### config.mk
export PLATFORM = sky130hd
export DESIGN_NAME = cpu_bus_initiator
export DESIGN_NICKNAME = d
export VERILOG_FILES = /design/src/rtl/riser_bus_pkg.sv /design/src/rtl/cpu_bus_initiator_dsack_sync.sv /design/src/rtl/cpu_bus_initiator.sv
export SDC_FILE = /design/constraint.sdc
export NUM_CORES = 1
export LEC_CHECK = 0
export BUFFER_PORTS_ARGS = -buffer_cell sky130_fd_sc_hd__buf_2
export CAP_MARGIN = 20
export CORE_MARGIN = 4
export CORE_UTILIZATION = 41
export DETAILED_ROUTE_END_ITERATION = 10
export GPL_ROUTABILITY_DRIVEN = 0
export PLACE_DENSITY = 0.79
export SLEW_MARGIN = 10
export SYNTH_ARGS = -nofsm -noshare
export SYNTH_HDL_FRONTEND = slang
export SYNTH_SLANG_ARGS = --single-unit
### constraint.sdc
create_clock -name CLKCPU_A -period 1.65 [get_ports CLKCPU_A]
set_input_delay 0.0825 -clock CLKCPU_A [delete_from_list [all_inputs] [get_ports CLKCPU_A]]
set_output_delay 0.0825 -clock CLKCPU_A [all_outputs]
set_load 0.05 [all_outputs]
### src/rtl/riser_bus_pkg.sv
// Shared types for the riser 68020-style bus initiator:
// FSM states, DSACK encodings and the error read value.
package riser_bus_pkg;

  typedef enum logic [2:0] {
    IDLE,
    ADDR,
    ASTB,
    DSTB,
    WAIT,
    NEGATE,
    RECOVER,
    FIN
  } state_t;

  localparam logic [1:0] DSACK_NONE = 2'b11;
  localparam logic [1:0] DSACK_BYTE = 2'b10;
  localparam logic [1:0] DSACK_WORD = 2'b01;
  localparam logic [1:0] DSACK_LONG = 2'b00;

  localparam logic [7:0] RDATA_ERR = 8'hFF;

endpackage

### src/rtl/cpu_bus_initiator_dsack_sync.sv
// Two-flop synchroniser for the asynchronous DSACK pair.
// Resets to the idle (no acknowledge) encoding.
module dsack_sync
  import riser_bus_pkg::*;
(
  input  logic       clk,
  input  logic       rst,
  input  logic [1:0] d,
  output logic [1:0] q
);

  logic [1:0] meta;

  always_ff @(posedge clk) begin
    if (rst) begin
      meta <= DSACK_NONE;
      q    <= DSACK_NONE;
    end else begin
      meta <= d;
      q    <= meta;
    end
  end

endmodule

### src/rtl/cpu_bus_initiator.sv
// Byte-wide 68020-style async bus master with a REQ/DONE front end.
// Optional abort on a stuck DSACK when BUS_TIMEOUT_EN is defined.
module cpu_bus_initiator
  import riser_bus_pkg::*;
#(
  parameter int TIMEOUT_CYCLES = 255,
  parameter int TO_W           = 8
) (
  input  logic        CLKCPU_A,
  input  logic        RESET,
  input  logic        REQ,
  input  logic        REQ_RW,
  input  logic [23:0] REQ_ADDR,
  input  logic [7:0]  REQ_WDATA,
  output logic        BUSY,
  output logic        DONE,
  output logic        ERR,
  output logic [7:0]  RDATA,
  output logic        AS20,
  output logic        DS20,
  output logic        RW,
  output logic [23:0] A,
  output logic [7:0]  D_OUT,
  output logic        D_OE,
  input  logic [7:0]  D_IN,
  input  logic [1:0]  DSACK
);

  if (TIMEOUT_CYCLES >= (1 << TO_W)) begin : g_to_w_check
    $error("TO_W too narrow for TIMEOUT_CYCLES");
  end

  state_t     state;
  state_t     nxt;
  logic [1:0] dsack_s;
  logic       ack;
  logic       rel;
  logic       wr;

  dsack_sync u_sync (
    .clk (CLKCPU_A),
    .rst (RESET),
    .d   (DSACK),
    .q   (dsack_s)
  );

  assign ack = dsack_s != DSACK_NONE;
  assign rel = dsack_s == DSACK_NONE;
  // Direction of the cycle being set up: live request in IDLE, latched after.
  assign wr  = (state == IDLE) ? !REQ_RW : !RW;

`ifdef BUS_TIMEOUT_EN
  localparam logic [TO_W-1:0] TO_LAST = TO_W'(TIMEOUT_CYCLES - 1);

  logic [TO_W-1:0] cnt;
  logic            to_hit;

  assign to_hit = cnt == TO_LAST;

  always_ff @(posedge CLKCPU_A) begin
    if (RESET) begin
      cnt <= '0;
    end else if (state inside {DSTB, NEGATE}) begin
      cnt <= '0;
    end else if (state inside {WAIT, RECOVER}) begin
      cnt <= cnt + 1'b1;
    end
  end

  always_ff @(posedge CLKCPU_A) begin
    if (RESET) begin
      ERR <= 1'b0;
    end else if (state == WAIT) begin
      if (ack) begin
        ERR <= 1'b0;
      end else if (to_hit) begin
        ERR <= 1'b1;
      end
    end else if (state == RECOVER && !rel && to_hit) begin
      ERR <= 1'b1;
    end
  end
`else
  assign ERR = 1'b0;
`endif

  always_ff @(posedge CLKCPU_A) begin
    if (RESET) begin
      state <= IDLE;
    end else begin
      state <= nxt;
    end
  end

  always_comb begin
    nxt = state;
    unique case (state)
      IDLE: begin
        if (REQ) begin
          nxt = ADDR;
        end
      end
      ADDR:   nxt = ASTB;
      ASTB:   nxt = DSTB;
      DSTB:   nxt = WAIT;
      WAIT: begin
        if (ack) begin
          nxt = NEGATE;
        end
`ifdef BUS_TIMEOUT_EN
        else if (to_hit) begin
          nxt = NEGATE;
        end
`endif
      end
      NEGATE: nxt = RECOVER;
      RECOVER: begin
        if (rel) begin
          nxt = FIN;
        end
`ifdef BUS_TIMEOUT_EN
        else if (to_hit) begin
          nxt = FIN;
        end
`endif
      end
      FIN:    nxt = IDLE;
    endcase
  end

  // Bus outputs are registered from the next state so each pin
  // changes on the same edge the FSM enters the matching state.
  always_ff @(posedge CLKCPU_A) begin
    if (RESET) begin
      AS20  <= 1'b1;
      DS20  <= 1'b1;
      RW    <= 1'b1;
      A     <= '0;
      D_OUT <= '0;
      D_OE  <= 1'b0;
      BUSY  <= 1'b0;
      DONE  <= 1'b0;
      RDATA <= RDATA_ERR;
    end else begin
      BUSY <= nxt != IDLE;
      DONE <= nxt == FIN;
      AS20 <= !(nxt inside {ASTB, DSTB, WAIT});
      DS20 <= !(nxt inside {DSTB, WAIT});
      D_OE <= wr && (nxt inside {ADDR, ASTB, DSTB, WAIT, NEGATE});
      if (state == IDLE && REQ) begin
        A  <= REQ_ADDR;
        RW <= REQ_RW;
        if (!REQ_RW) begin
          D_OUT <= REQ_WDATA;
        end
      end
      if (state == WAIT) begin
        if (ack) begin
          if (RW) begin
            RDATA <= D_IN;
          end
        end
`ifdef BUS_TIMEOUT_EN
        else if (to_hit) begin
          RDATA <= RDATA_ERR;
        end
`endif
      end
    end
  end

endmodule

==> flow_summary_export.csv, run 1 <==
group,metric,value,unit
power_and_ir_drop,netSwitchingPower,0.00190,W
critical_path,timing.rr.end,"D_OE",
timing,max_slew_margin,64.5,%
timing,min_period_over_period,99.7,%
die,die_w,77.4,µm
clock_network,numCtsBuffers,5,
timing,setup_ws,4.98,ps
synth,synth_cell_types,30,
synth,syn-num-nets,277,
critical_path,r2r_cells,6,
critical_path,r2r_setup_slack,5,ps
hold_path,whs_endpoint,"A[0]",
power_and_ir_drop,leakage,1.25,nW
run_status,status,"finished clean",
synth,ys_warn_count,0,
power_and_ir_drop,sequentialPowerShare,36.5,%
clock_network,clk_latency,290,ps
place,placed_cells,363,
timing,hold_violations,0,
global_route,overflow,0,
die,rows,24,
cells_and_area,final_cell_area,2770,µm²
cells_and_area,layoutNonFillerInstCount,384,
power_and_ir_drop,netSwitchingFraction,42.7,%
synth,synth_top_area_share,53.8,%
routing,drtPass1Iterations,4,
timing,rsz0062_at_grt,"true",
routing,postRouteAntennaNets,0,
clock_network,htreeDepth,2,
hold_path,whs_path_depth,3,
synth,synth.avg_cell_area,8.69,µm²
power_and_ir_drop,ir_drop,727,µV
flow_run,drv_cap,0,
cells_and_area,final_common_cell,"buf_2",
synth,ys_ff_latch,53,
routing,vias,1872,
cells_and_area,final_nets,382,
synth,synth_largest_area_cell,"dfxtp_1",
hold_path,holdCritPathClass,"in2reg",
place,hpwl,3390,µm
place,dpl_cell_area,2480,µm²
global_route,grt_pass1_vias,1946,
timing,max_freq,608,MHz
hold_path,hp-start,"REQ_ADDR[0]",
synth,seq_area_frac_synth,53.8,%
place,pre_cts_slack,-32.7,ps
die,core_area,4500,µm²
timing,fin_setup_tns,0,ps
critical_path,cp-end-kind,"flop",
power_and_ir_drop,pwr-share-comb,47.6,%
cells_and_area,drive_above_1_share,41.0,%
timing,period_minus_slack,1650,ps
clock_network,cts_tree,"done",
synth,syn_area,1970,µm²
place,port-buffer-count,91,
global_route,grt_max_degree,33,
die,io_pins,93,
routing,drt_iter0_markers,42,
cells_and_area,fillers,408,
critical_path,critPathKind,"reg2reg",
clock_network,cts_buffer_depth,2,
timing,fin_skew,3.85,ps
critical_path,regToRegStartpoint,"state[0]",
critical_path,arrival,1880,ps
global_route,grt_usage,17.7,%
critical_path,critPathMaxFanout,4,
die,initial_utilization,43.8,%
cells_and_area,synthToLayoutAreaGrowth,40.5,%
routing,drc,0,
critical_path,startpoint_type,"flop",
global_route,grt_pass1_wl,8710,µm
timing,report.final.setup_viol,0,
clock_network,cts.sinks,53,
cells_and_area,layout_common_cells,"buf_2, nand2_1, dfxtp_1",
synth,synth.top_cells.by_area,"dfxtp_1, nand2_1, a21oi_1, a211o_1, ha_1",
global_route,antenna_found_initial,0,
routing,wl_per_cell,13.0,µm
clock_network,clk_pin_slew,90,ps
power_and_ir_drop,p_per_area,1600,nW/µm²
routing,finalWirelength,5000,µm
routing,vias_per_cell,4.88,
critical_path,cp_data_required_time,1880,ps
power_and_ir_drop,intPower,0.00254,W
cells_and_area,antenna_cells,0,
timing,worst_pin_slew,533,ps
die,die_y,77.4,µm
clock_network,cts-root-buf,"clkbuf_8",
die,die-area,5980,µm²
timing,maxSlewViolCount,0,
synth,syn_inst,227,
power_and_ir_drop,pwr-share-clk,15.9,%
[registers in the layout, summed over array words and instances, names as in the netlist]
| register | cells |
|---|---|
| RDATA | 8 |
| RW | 1 |
| DONE | 1 |
| D_OUT | 8 |
| u_sync.q | 2 |
| u_sync.meta | 2 |
| AS20 | 1 |
| D_OE | 1 |
| A | 24 |
| state | 3 |
| DS20 | 1 |
| BUSY | 1 |
[cells by family (layout without fill, tap and decap cells)]
| logic type | after synthesis | count (layout) | synth area share (%) |
|---|---|---|---|
| fa+ha+maj | 4 | 4 | 2.54 |
| other cells | 1 | 1 | 0.190 |
| mux | 2 | 2 | 1.08 |
| flops | 53 | 53 | 53.8 |
| compound gates | 50 | 50 | 15.5 |
| simple gates | 98 | 98 | 22.1 |
| buf+inv | 19 | 124 | 4.76 |
[power by group through the flow]
| stage | Sequential (W) | Clock (W) | Combinational, W |
|---|---|---|---|
| finish | 0.00162 | 0.000706 | 0.00212 |
| global route | 0.00165 | 0.000798 | 0.00229 |
| CTS | 0.00161 | 0.000744 | 0.00196 |
| detailed placement | 0.00164 | 0 | 0.00188 |
| global placement | 0.00163 | 0 | 0.00185 |
| floorplan | 0.00229 | 0 | 0.000755 |
[Yosys cell counts (all sizes together)]
cell type and count:
a221oi 1, a211o 10, nand2 67, ha 4, conb 1, buf 9
nor2 8, nor4 1, and4 1, o21bai 1, or2 5, mux2 1
dfxtp 53, a211oi 1, nor2b 9, nor3 2, nand3 1, clkbuf 7
and2 1, inv 3, o32a 1, o32ai 1, mux2i 1, nand2b 3
a21oi 35
[layer usage]
metal / wire length [µm] / GRT usage, %
met5: 0 / 0
met4: 97 / 7.65
met1: 2050 / 20.6
met3: 338 / 4.86
met2: 2520 / 30.5
[worst max path at each step]
stage / endpoint / cells past startpoint / slack [ps] / from
after CTS: D_OE / 6 / 2 / state[1]
after global placement: D_OE / 6 / 20 / state[0]
after detailed placement: D_OE / 6 / -30 / state[0]
after floorplan: RDATA[5] / 5 / 10 / RW
after global routing: D_OE / 6 / -50 / state[0]
final: D_OE / 6 / 5 / state[0]
[cell type report]
cell class                      count  area, µm²  area share [%]
Tap cell                           52       65.1            2.35
Sequential cell                    53       1070            38.5
Inverter                            3       11.3           0.407
Multi-Input combinational cell    155        885            31.9
Clock buffer                        7       86.3            3.12
Timing Repair Buffer              114        657            23.7
[stage by stage]
step,util [%],power (W),hold WS (ps)
CTS,59.9,0.00431,4.64
global route,61.5,0.00474,15.8
global placement,55.0,0.00348,268
finish,61.5,0.00444,17.0
detailed placement,55.0,0.00352,266
floorplan,-,0.00304,186
[worst max-delay path, stage by stage, from the launching register on]
cell and delay, ps:
dfxtp_2 370, inv_2 60, ha_2 170, or2_4 250, o32a_1 320, a211o_1 310
a21oi_2 100
[timing repair]
action	4_1_cts	5_1_grt
pin swaps	3	3
gates resized for setup	5	17
buffers inserted	3	1
endpoints found under the setup margin	13	27
hold buffers	10	0
hold endpoints to repair	10	0
(Power assumes the default switching activity.)
==> inputs of run 2 (changes only) <==
SYNTH_HIERARCHICAL = 1   (was default)
==> run 2 against run 1 <==
Against the previous run: sequential share of layout area down 2.0 points; utilization grew 3.6 points; area after synthesis fell by 0.19%; first-iteration DRC count is 38% higher.
==> flow_summary_export.csv, run 2 <==
group,metric,value,unit
global_route,grt_usage,16.3,%
critical_path,regToRegStartpoint,"state[0]",
timing,period_minus_slack,1600,ps
cells_and_area,layoutNonFillerInstCount,399,
hold_path,whs_path_depth,3,
cells_and_area,fillers,386,
global_route,grt_max_degree,30,
synth,synth_commonest_cells,"nand2_1, dfxtp_1, a21oi_1",
die,initial_utilization,43.7,%
die,io_pins,93,
synth,postSynth.asyncResetShare,0,%
routing,postRouteAntennaNets,0,
critical_path,critPathKind,"reg2reg",
clock_network,cts-root-buf,"clkbuf_8",
die,die_y,77.3,µm
global_route,overflow,0,
power_and_ir_drop,p_per_area,1530,nW/µm²
synth,synth_cell_types,31,
clock_network,cts_tree,"done",
synth,synth.top_cells.by_area,"dfxtp_1, nand2_1, a21oi_1, a211o_1, nor2b_1",
critical_path,arrival,1850,ps
cells_and_area,synthToLayoutAreaGrowth,49.0,%
place,placed_cells,362,
cells_and_area,final_nets,397,
routing,finalWirelength,4980,µm
synth,ys_ff_latch,53,
critical_path,r2r_cells,6,
routing,drtPass1Iterations,4,
timing,report.final.setup_viol,0,
synth,synth_largest_area_cell,"dfxtp_1",
cells_and_area,antenna_cells,0,
timing,max_freq,623,MHz
hold_path,hp-start,"REQ_ADDR[6]",
timing,min_period_over_period,97.3,%
synth,syn-num-nets,276,
clock_network,cts.sinks,53,
critical_path,critPathMaxFanout,5,
routing,vias,1866,
power_and_ir_drop,netSwitchingPower,0.00193,W
critical_path,cp_data_required_time,1890,ps
power_and_ir_drop,sequentialPowerShare,36.6,%
timing,maxSlewViolCount,0,
synth,synth.avg_cell_area,8.71,µm²
die,core_area,4500,µm²
timing,hold_violations,0,
synth,synth_most_common_cell,"nand2_1",
clock_network,clk_latency,300,ps
cells_and_area,regMostFlops,"A",
power_and_ir_drop,ir_drop,1040,µV
power_and_ir_drop,power,0.00449,W
place,hpwl,3250,µm
power_and_ir_drop,leakage,1.29,nW
routing,wl_per_cell,12.5,µm
cells_and_area,multi_input_comb_area,887,µm²
synth,ys_warn_count,6,
global_route,grt_pass1_vias,1671,
critical_path,cp-end-kind,"flop",
clock_network,htreeDepth,2,
critical_path,startpoint_type,"flop",
clock_network,cts_buffer_depth,2,
clock_network,clk_pin_slew,90,ps
synth,syn_area,1970,µm²
routing,drc,0,
hold_path,whs_endpoint,"A[6]",
run_status,status,"finished clean",
synth,synth_edf_count,0,
critical_path,r2r_setup_slack,50,ps
flow_run,drv_cap,0,
power_and_ir_drop,pwr-share-clk,16.3,%
die,rows,24,
synth,synth_top_area_share,53.9,%
synth,seq_area_frac_synth,53.9,%
cells_and_area,reg_top3,"A x24, D_OUT x8, RDATA x8",
timing,fin_skew,2.66,ps
clock_network,numCtsBuffers,5,
global_route,grt_pass1_wl,7800,µm
place,port-buffer-count,91,
synth,synthFlopType,"dfxtp_1",
cells_and_area,regArea,1070,µm²
routing,drt_iter0_markers,58,
cells_and_area,drive_above_1_share,36.0,%
cells_and_area,layout_common_cells,"buf_2, nand2_1, dfxtp_1",
synth,syn_inst,226,
power_and_ir_drop,netSwitchingFraction,42.9,%
timing,rsz0062_at_grt,"true",
die,die_w,77.3,µm
cells_and_area,largest_reg_flops,24,
cells_and_area,final_common_cell,"buf_2",
power_and_ir_drop,pwr-share-comb,47.1,%
timing,fin_setup_tns,0,ps
die,die-area,5970,µm²
power_and_ir_drop,intPower,0.00256,W
routing,vias_per_cell,4.68,
global_route,antenna_found_initial,0,
hold_path,holdCritPathClass,"in2reg",
critical_path,timing.rr.end,"D_OE",
[run 2: changes by cell type in the layout (fill, tap and decap cells not counted), moves of 4 or more]
cell	delta
buf_4	-4
dlygate4sd3_1	+17
ha_2	-4
ha_4	+4
or2_1	+4
or2_2	-4
[run 2: critical path, stage by stage, from the launching register on]
cell      delay [ps]
dfxtp_4          390
inv_4             60
ha_4             170
nand2b_2         180
o32a_1           380
a211o_1          270
a21oi_2          100
[run 2: stage by stage]
step                      setup slack (ps)  hold slack (ps)  utilization (%)  instance area (µm²)
after floorplan                      0.975              180                -                 1970
after global placement                17.5              258             55.0                 2480
after detailed placement             -53.2              264             55.0                 2480
after CTS                             7.97             1.81             62.6                 2820
after global routing                 -21.7             2.77             65.1                 2930
final                                 45.2             17.3             65.1                 2930
[run 2: worst max path at each step]
| stage | from | end | slack, ps | depth (start not counted) |
|---|---|---|---|---|
| finish | state[0] | D_OE | 50 | 6 |
| global route | state[0] | D_OE | -20 | 6 |
| CTS | state[0] | D_OE | 8 | 6 |
| detailed placement | state[1] | D_OE | -50 | 6 |
| global placement | state[0] | D_OE | 20 | 6 |
| floorplan | state[0] | D_OE | 1 | 6 |
[run 2: kinds of logic after synthesis]
group           synth area share [%]
compound gates                  16.1
fa+ha+maj                       2.54
mux                             1.08
simple gates                    22.0
buf+inv                         4.20
other cells                    0.191
flops                           53.9
[run 2: layout make-up]
| type | instances | share of cell area (%) |
|---|---|---|
| clock inverters | 1 | 0.256 |
| multi-input cells | 157 | 30.2 |
| clock buffers | 6 | 2.82 |
| flip-flops and latches | 53 | 36.4 |
| well taps | 52 | 2.22 |
| inverters | 3 | 0.555 |
| repair buffers | 127 | 27.5 |
[run 2: power by group through the flow]
| stage | Sequential (W) | Clock, W | Combinational [W] |
|---|---|---|---|
| after global placement | 0.00163 | 0 | 0.00187 |
| after global routing | 0.00167 | 0.000827 | 0.00225 |
| after CTS | 0.00161 | 0.000769 | 0.00194 |
| final | 0.00164 | 0.000733 | 0.00212 |
| after detailed placement | 0.00163 | 0 | 0.00189 |
| after floorplan | 0.00229 | 0 | 0.000777 |
[run 2: repair_timing]
item | CTS | global route
endpoints found under the hold margin | 25 | 2
resized for setup | 2 | 16
setup endpoints to repair | 2 | 16
hold buffers | 25 | 2
pin swaps | 2 | 1
buffers inserted | 0 | 3
[run 2: metal layers]
metal  track usage (%)  vias to the layer above  part of all wire, %
met2              27.7                       77                   48
met1              19.0                      801                   43
li1                  -                      982                    -
met5                 0                        -                    0
met4              5.52                        0                 0.88
met3              5.85                        6                  7.8
==> inputs of run 3 (changes only) <==
PLACE_DENSITY = 0.84   (was 0.79)
==> run 3 against run 2 <==
Against the previous run: combinational power is 8% lower; sequential share of layout area grew 2.1 points; critical path depth is the same; final cell count fell by 3.8%; die area unchanged; sequential power barely moved; non-clock buffer count is 16 lower; power fell by 0.92%; clock skew up 4.3 ps; worst setup slack got worse by 20 ps; critical path type unchanged; count of clock-buffer cells in the layout up 1.
==> flow_summary_export.csv, run 3 (synthesis gave the netlist of run 2 again) <==
group,metric,value,unit
power_and_ir_drop,leakage,1.24,nW
global_route,grt_pass1_vias,1763,
routing,postRouteAntennaNets,0,
critical_path,critPathMaxFanout,4,
critical_path,cp-end-kind,"flop",
die,die-area,5970,µm²
power_and_ir_drop,netSwitchingFraction,41.6,%
cells_and_area,drive_above_1_share,35.5,%
global_route,grt_max_degree,29,
clock_network,clk_pin_slew,90,ps
routing,wl_per_cell,12.1,µm
timing,hold_slack,15.9,ps
power_and_ir_drop,netSwitchingPower,0.00185,W
critical_path,cp_data_required_time,1890,ps
die,die_y,77.3,µm
timing,period_minus_slack,1620,ps
cells_and_area,largest_reg_flops,24,
critical_path,cp_cell_sequence,"inv_1, ha_1, or2_4, o32a_1, a211o_1, a21oi_2",
timing,max_freq,615,MHz
routing,vias,1834,
critical_path,critPathKind,"reg2reg",
routing,vias_per_cell,4.78,
cells_and_area,multi_input_comb_area,845,µm²
power_and_ir_drop,ir_drop,703,µV
timing,hold_violations,0,
routing,drtPass1Iterations,4,
clock_network,cts-root-buf,"clkbuf_8",
critical_path,cp_slowest_stage_delay,350,ps
place,hpwl,3300,µm
timing,rsz0062_at_grt,"true",
critical_path,startpoint_type,"flop",
cells_and_area,synthToLayoutAreaGrowth,40.1,%
cells_and_area,final_common_cell,"buf_2",
hold_path,holdCritPathClass,"in2reg",
cells_and_area,regArea,1060,µm²
global_route,grt_usage,16.0,%
critical_path,slowest_stage,"dfxtp_2",
cells_and_area,antenna_cells,0,
power_and_ir_drop,p_per_area,1610,nW/µm²
die,io_pins,93,
timing,fin_setup_tns,0,ps
critical_path,arrival,1870,ps
routing,finalWirelength,4650,µm
clock_network,cts_tree,"done",
clock_network,htreeDepth,2,
die,initial_utilization,43.7,%
cells_and_area,regMostFlops,"A",
cells_and_area,reg_top3,"A x24, D_OUT x8, RDATA x8",
cells_and_area,final_nets,381,
global_route,grt_pass1_wl,7790,µm
die,rows,24,
clock_network,numCtsBuffers,5,
power_and_ir_drop,sequentialPowerShare,36.2,%
run_status,status,"finished clean",
flow_run,drv_cap,0,
die,die_w,77.3,µm
routing,drc,0,
global_route,antenna_found_initial,0,
cells_and_area,layout_common_cells,"buf_2, nand2_1, dfxtp_1",
clock_network,clk_latency,300,ps
place,port-buffer-count,91,
cells_and_area,fillers,408,
clock_network,cts_buffer_depth,2,
die,core_area,4500,µm²
power_and_ir_drop,pwr-share-comb,44.0,%
timing,fin_skew,7.01,ps
global_route,overflow,0,
power_and_ir_drop,intPower,0.00260,W
timing,maxSlewViolCount,0,
power_and_ir_drop,pwr-share-clk,19.8,%
timing,report.final.setup_viol,0,
clock_network,cts.sinks,53,
critical_path,r2r_setup_slack,30,ps
timing,min_period_over_period,98.5,%
routing,drt_iter0_markers,42,
[run 3: power by group through the flow]
stage / Clock [W] / Combinational [W] / Sequential, W
floorplan: 0 / 0.000777 / 0.00229
global placement: 0 / 0.00186 / 0.00163
detailed placement: 0 / 0.00190 / 0.00164
CTS: 0.000923 / 0.00194 / 0.00161
global route: 0.000975 / 0.00211 / 0.00164
finish: 0.000883 / 0.00196 / 0.00161
[run 3: repair_timing]
item	in CTS	in global routing
endpoints found under the hold margin	14	0
hold buffers	14	0
pin swaps	2	0
setup buffers	0	0
setup endpoints to repair	3	13
resized for setup	3	5
[run 3: routing by layer]
layer  wire, µm  up-vias  GRT usage, %
met3        444       11          6.21
met4         91        0          6.05
met2       2270       74          29.1
met1       1840      805          16.3
li1           -      944             -
met5          0        -             0
[run 3: worst paths after layout]
path	depth (start not counted)	from	end
max	6	state[0]	D_OE
min	3	REQ_ADDR[0]	A[0]
max reg2reg	6	state[0]	D_OE
min reg2reg	1	u_sync/meta[1]	u_sync/q[1]
[run 3: layout make-up]
cell class	instances	share of cell area (%)
tap	52	2.36
timing repair buffer	111	23.8
inverter	3	0.408
clock inverter	1	1.09
clock buffer	7	3.13
multi-input combinational	157	30.6
sequential	53	38.6
[run 3: worst max-delay path, delay by kind of cell, from the launching register on]
family	cells	cell delay, ps
flip-flops	1	350
AND/OR/NAND/NOR	1	240
AO/OA/AOI/OAI	3	690
adder cells (fa/ha/maj)	1	210
buffers and inverters	1	70
[run 3: metrics by stage]
stage | setup slack [ps] | total power, W | util (%) | cells | instance area (µm²)
4_1_cts | 22.5 | 0.00447 | 60.8 | 384 | 2740
3_3_place_gp | 17.5 | 0.00350 | 55.0 | 362 | 2480
2_1_floorplan | 0.975 | 0.00307 | - | 226 | 1970
3_5_place_dp | -38.1 | 0.00353 | 55.0 | 362 | 2480
5_1_grt | -57.4 | 0.00473 | 61.2 | 384 | 2760
6_report | 25.0 | 0.00445 | 61.2 | 384 | 2760
